**config.mk**
```make
export PLATFORM = sky130hd
export DESIGN_NAME = bit_count_asm
export DESIGN_NICKNAME = d
export VERILOG_FILES = /design/src/rtl/bitcount_pkg.sv /design/src/rtl/bit_count_asm_upcount.sv /design/src/rtl/bit_count_asm.sv
export SDC_FILE = /design/constraint.sdc
export NUM_CORES = 1
export LEC_CHECK = 0
export ABC_AREA = 1
export CAP_MARGIN = 20
export CORE_MARGIN = 2
export CORE_UTILIZATION = 35
export CTS_CLUSTER_SIZE = 8
export DETAILED_ROUTE_END_ITERATION = 7
export HOLD_SLACK_MARGIN = 0.12
export RECOVER_POWER = 25
export SLEW_MARGIN = 20
export SYNTH_ARGS = -nofsm -noshare
export SYNTH_HDL_FRONTEND = slang
export SYNTH_SLANG_ARGS = --single-unit
```
**constraint.sdc**
```tcl
create_clock -name Clock -period 2.06 [get_ports Clock]
set_clock_uncertainty 0.1 [all_clocks]
set_input_delay 0.412 -clock Clock [delete_from_list [all_inputs] [get_ports Clock]]
set_output_delay 0.412 -clock Clock [all_outputs]
set_load 0.05 [all_outputs]
```
**src/rtl/bitcount_pkg.sv**
```systemverilog
// Shared types and helpers for the bit_count_asm one-bit counter.
// The fixed-latency variant is selected with BITCOUNT_FIXED_LATENCY_EN.
package bitcount_pkg;

    typedef enum logic [1:0] {
        S_IDLE,
        S_COUNT,
        S_DONE
    } state_t;

    function automatic int cw_of(input int n);
        return $clog2(n + 1);
    endfunction

endpackage

```
**src/rtl/bit_count_asm_upcount.sv**
```systemverilog
// Generic up-counter with synchronous clear taking priority over enable.
// Used for the B result and the optional fixed-latency step counter.
module upcount #(
    parameter int W = 4
) (
    input  logic         Clock,
    input  logic         Reset,
    input  logic         clr,
    input  logic         en,
    output logic [W-1:0] Q
);

    always_ff @(posedge Clock or posedge Reset) begin
        if (Reset) begin
            Q <= '0;
        end else if (clr) begin
            Q <= '0;
        end else if (en) begin
            Q <= Q + W'(1);
        end
    end

endmodule

```
**src/rtl/bit_count_asm.sv**
```systemverilog
// ASM bit counter: captures A, shifts MSB-first and counts ones into B.
// Define BITCOUNT_FIXED_LATENCY_EN for a constant N-cycle count phase.
module bit_count_asm
    import bitcount_pkg::*;
#(
    parameter  int N  = 8,
    localparam int CW = cw_of(N)
) (
    input  logic          Clock,
    input  logic          Reset,
    input  logic [N-1:0]  A,
    input  logic          s,
    output logic [CW-1:0] B,
    output logic          Done
);

    state_t       state;
    logic [N-1:0] Q;
    logic         b_clr;
    logic         b_en;
    logic         last;

`ifdef BITCOUNT_FIXED_LATENCY_EN
    localparam logic [CW-1:0] LAST_STEP = CW'(N - 1);

    logic [CW-1:0] step;

    upcount #(
        .W(CW)
    ) u_step (
        .Clock(Clock),
        .Reset(Reset),
        .clr  (state != S_COUNT),
        .en   (state == S_COUNT),
        .Q    (step)
    );

    // Exit after the N-th shift, whatever the data looks like.
    assign last = (step == LAST_STEP);
    assign b_en = (state == S_COUNT) && Q[N-1];
`else
    // Nothing left to count once the register is empty.
    assign last = (Q == '0);
    assign b_en = (state == S_COUNT) && !last && Q[N-1];
`endif

    assign b_clr = (state == S_IDLE) || ((state == S_DONE) && !s);

    upcount #(
        .W(CW)
    ) u_b (
        .Clock(Clock),
        .Reset(Reset),
        .clr  (b_clr),
        .en   (b_en),
        .Q    (B)
    );

    always_ff @(posedge Clock or posedge Reset) begin
        if (Reset) begin
            state <= S_IDLE;
            Q     <= '0;
            Done  <= 1'b0;
        end else begin
            case (state)
                S_IDLE: begin
                    Q    <= A;
                    Done <= 1'b0;
                    if (s) begin
                        state <= S_COUNT;
                    end
                end
                S_COUNT: begin
`ifdef BITCOUNT_FIXED_LATENCY_EN
                    Q <= {Q[N-2:0], 1'b0};
                    if (last) begin
                        state <= S_DONE;
                        Done  <= 1'b1;
                    end
`else
                    if (last) begin
                        state <= S_DONE;
                        Done  <= 1'b1;
                    end else begin
                        Q <= {Q[N-2:0], 1'b0};
                    end
`endif
                end
                S_DONE: begin
                    // Hold the result until the requester lets go of s.
                    if (!s) begin
                        state <= S_IDLE;
                        Done  <= 1'b0;
                    end
                end
                default: begin
                    state <= S_IDLE;
                    Done  <= 1'b0;
                end
            endcase
        end
    end

endmodule

```
* Yosys cells after proc, flatten, opt, wreduce, memory -nomap -nowiden
Index checks and enable logic that the tools add are counted.
** Storage, ports and cells
- Bits of input ports :: 11
- Output and inout bits :: 5
- Flip-flop bits (word level) :: 15
- Logic and storage cells :: 35
** Cells by class
- Add/sub/neg operators :: 1
- Eq/ne operators :: 6
- Reduce and logical (&&, ||, !) cells :: 13
- Multiplexer cells :: 11
** Operators with widths (count)
- 8-bit one-hot mux with 2 select lines :: 1
- 8-bit zero test :: 1
- 4-bit 2-to-1 mux :: 2
- 8-bit 2-to-1 mux :: 1
- 2-bit inequality test, second input constant :: 4
- 2-bit 2-to-1 mux :: 3
- 2-bit one-hot mux with 3 select lines :: 1
- 4-bit by 1-bit adder with 4-bit output, second input constant :: 1
- 2-bit AND reduction :: 2
- 2-bit nonzero test :: 2
- 1-bit logical AND :: 3
- 3-bit AND reduction :: 1
- 2-bit by 1-bit equality test with 1-bit output, second input constant :: 1
- 2-bit equality test, second input constant :: 1
- 1-bit zero test :: 2
- 2-bit zero test :: 1
- 1-bit 2-to-1 mux :: 2
- 1-bit one-hot mux with 2 select lines :: 1
- 1-bit logical OR :: 1

* Longest topological paths before layout
- Depth in word-level cells :: 6
- Depth in mapped cells :: 8
- Depth with buffers taken out :: 8

* Modules after synthesis
A second synthesis with hierarchy kept.
** Second synthesis, totals
- Cell total of the unflattened synthesis :: 108
- Area, all modules :: 793.3 um^2
** By module, submodules not included
- bit_count_asm :: area each 599.3 um^2, seq. area each 275.3 um^2, cells each 84, instances 1
- upcount :: area each 193.9 um^2, seq. area each 100.1 um^2, cells each 24, instances 1

* Least setup slack after synthesis
Ideal clock, no wire load.
- Path type :: register to register
- Start point :: reg u_b.Q[0]
- End point :: reg u_b.Q[2]
- Library setup time :: 0.121 ns
- Path buffers :: 0
- Data required time :: 1.839 ns
- Stages on the path, launching flop included :: 5
- Setup slack :: 0.688 ns
- Period minus slack after synthesis :: 1.372 ns
- Arrival time :: 1.151 ns
- Path through :: dfrtp_1 ha_1 xor2_1 nand2_1 nand2_1
** On the way
- Word-level cells in the longest chain between the ends :: 3
** Ends and longest elaborated chain
- start: declaration :: RTL line bit_count_asm_upcount.sv:10 : output logic [W-1:0] Q
- start signal: assignment :: RTL line bit_count_asm_upcount.sv:19 : Q <= Q + W'(1);
- 4-bit by 1-bit adder with 4-bit output :: RTL line bit_count_asm_upcount.sv:19
- 4-bit 2-to-1 mux :: RTL line bit_count_asm_upcount.sv:18 : end else if (en) begin
- 4-bit 2-to-1 mux :: RTL line bit_count_asm_upcount.sv:16 : end else if (clr) begin
No other way between the ends. The select of a mux whose other input is x is not followed.
A chain may end at the register's enable or synchronous reset.

* Final worst setup path
- Start point :: reg Done
- End point :: out Done
** RTL lines
- start: declaration :: RTL line bit_count_asm.sv:14 : output logic Done
- start signal: assignment :: RTL line bit_count_asm.sv:63 : Done <= 1'b0;
- start signal: assignment :: RTL line bit_count_asm.sv:68 : Done <= 1'b0;
- start signal: assignment :: RTL line bit_count_asm.sv:83 : Done <= 1'b1;
No word-level cell between the ends.

==> results.md <==
* Hold_buf cts at 0
* Post-DP HPWL at 1220 um
* R2r startpoint: state[1]$_DFFE_PP0P_
* Filler cells at 236
* Syn avg cell area at 7.54 um^2
* Hold WC Path Type: reg2reg
* Crit Path Max Fanout at 2
* Vias per Instance at 4.54
* Count leader, synth: nand2_1
* Slew Limit Headroom at a little under two thirds
* Clk buf depth at 2
* Post-synth EDFFs at 0
* Final Hold Violating Endpoints at 0
* Crit path max-delay cell type: clkdlybuf4s50_1
* Commonest cells post-synth: nand2_1, dfrtp_1, inv_1, nand3_1, nor2_1
* Max-cap violations at 0
* Delay-heaviest family, CP: buffers and inverters
* Layout cell share with drive strength beyond 1 at 14.2%
* Setup tns final at 0 ns
* Finished Cell Area at 1030 um^2
* Multi-input gate area at 393 um^2
* Post-synth cell types at 18
* Crit. path cell count at 1
* GPL Wtd Cong at 0.696
* Synth warnings at 0
* # port buffers at 15
* DIE HEIGHT at approximately 52 um
* Routed WL at about 1600 um
* Global route overflow at 0
* Syn Nets at 120
* Largest net degree at the start of global routing at 16
* Tot GR Track Use at 14.5%
* CTS tree: yes
* Clock root buffer: clkbuf_4
* Final min period at 1.95 ns
* Worst EP required at between 1.5 and 2 ns
* Status: completed
* Main synth FF type: dfrtp_1
* Clock Latency Late Sink at 0.29 ns
* CP peak stage delay at approximately 0.80 ns
* Core area at around 2200 um^2
* Worst Setup SP: Done$_DFFE_PP0P_
* Critical path buffers and inverters at 1
* Die area at 2730 um^2
* Ant. Diodes at 0
* First-pass GRT wire length at 2790 um
* P per Cell Area at 1450 nW/um^2
* Max IR drop VDD at about 670 uV
* Layout Area Growth over Synthesis at 26.0%
* CTS Sinks at 15
* Pre-antenna DRT Iters at 4
* Antenna Violating Nets Remaining at 0
* Placed cell areas at 995 um^2
* FFs w/ async S/R, synth at 100%
* Yosys top cell area share at 46.1%
* Worst Reg2Reg Path Length in Cells at 6
* Number of buffers created by CTS at 3
* Initial antenna violation count at 0
* Largest area contributor in the netlist: dfrtp_1
* Slew Limit Fails at 0
* Initial Utilization at 36.8%
* Iter 0 DRT Violations at 7
* Mapped cell area at 815 um^2
* HP Start: Done$_DFFE_PP0P_
* Crit Path Class: reg2out
* H-tree depth at 1
* Final net count at 140
* DR DRC count at 0
* Rows at 17
* Final setup violation count at 0
* Hold depth at 2
* Wire length per cell at 10.3 um
* Largest cells by area after synthesis: dfrtp_1, nand2_1, nand3_1, inv_1, nor2_4
* Die Width at around 52 um
* Seq/Total Area, Yosys at about 46%
* Worst EP arrival at ~1.4 ns
* Vias in the first global route at 635
* CP Cell Sequence: clkdlybuf4s50_1
* Yosys reg bits at 15
* Crit start category: flop
* Seq. cell area at 375 um^2
* Slew @ Worst Pin at 0.546 ns
* Tcrit/Tclk final at 94.6%
* Pleak at roughly 0.6 nW
* Vias at 704
* I/O pins at 16
* RSZ-0062 raised after global routing: false
* Mapped Cells at 108
* Setup crit end kind: output port
* Clk pin slew, worst setup/hold paths at around 0.08 ns
* Fmax at about 500 MHz
## layer usage
layer / vias to the layer above / GRT usage (%) / wire length, um
li1: 368 / - / -
met1: 320 / 15.5 / 672
met2: 13 / 26.8 / 826
met3: 3 / 5.14 / 84
met4: 0 / 3.85 / 14
met5: - / 0 / 0
## state kept, by name, indices dropped and copies added, names as in the netlist
register	count
Done	1
Q	8
state	2
u_b.Q	4
## worst paths after layout
check | to | slack (ns)
worst min register to register | Done$_DFFE_PP0P_ | 0.38
worst max-delay path | Done | 0.11
min in group asynchronous | Q[7]$_DFFE_PP0P_ | 0.50
worst min-delay path | Done$_DFFE_PP0P_ | 0.38
worst max register to register | Q[4]$_DFFE_PP0P_ | 0.73
max in group asynchronous | state[0]$_DFFE_PP0P_ | 1.00
## per-stage QoR
| stage | util [%] | power [mW] | std cells | hold slack, ns | setup slack, ns |
|---|---|---|---|---|---|
| after global placement | 45.0 | 1.33 | 151 | 0.362 | 0.385 |
| after detailed placement | 45.0 | 1.35 | 151 | 0.372 | 0.360 |
| final | 46.4 | 1.49 | 155 | 0.382 | 0.111 |
| after CTS | 46.2 | 1.51 | 155 | 0.392 | 0.0420 |
| after floorplan | - | 1.14 | 108 | 0.213 | 0.688 |
| after global routing | 46.4 | 1.65 | 155 | 0.438 | 0.0670 |
## repair_timing
action | CTS | global route
setup endpoints to repair | 0 | 2
resized for setup | 0 | 2
setup buffers | 0 | 0
## logic make-up after synthesis
logic type               synth area share, %
AND/OR/NAND/NOR                         41.6
flip-flops                              46.1
buffers and inverters                   5.68
AO/OA/AOI/OAI                           2.92
XOR/XNOR                                2.15
adder cells (fa/ha/maj)                 1.54
## cells in the final DEF (no fill, tap or decap), types with 2 or more instances in the layout
cell and count:
nor2_1 4, nor2_4 2, clkdlybuf4s50_1 10, buf_4 2, nor2_2 2, o21ai_0 2, nand3_1 6, inv_2 3
inv_1 7, clkbuf_4 3, dfrtp_1 15, xor2_1 2, nand2_2 2, dlymetal6s2s_1 2, nand2_1 56
## layout make-up
type	count	share of cell area (%)
tap	28	3.41
clock buffer	4	2.56
multi-input combinational	82	38.3
inverter	11	4.51
timing repair buffer	15	14.6
sequential	15	36.6
## report_power, final
part | internal (mW) | total, mW | leakage (nW) | switching [mW]
clock | 0.0754 | 0.167 | 0.0150 | 0.0917
sequential | 0.406 | 0.504 | 0.195 | 0.0978
combinational | 0.272 | 0.817 | 0.392 | 0.545
total | 0.754 | 1.49 | 0.601 | 0.735
Note: power is estimated with default switching activity, not from simulation.
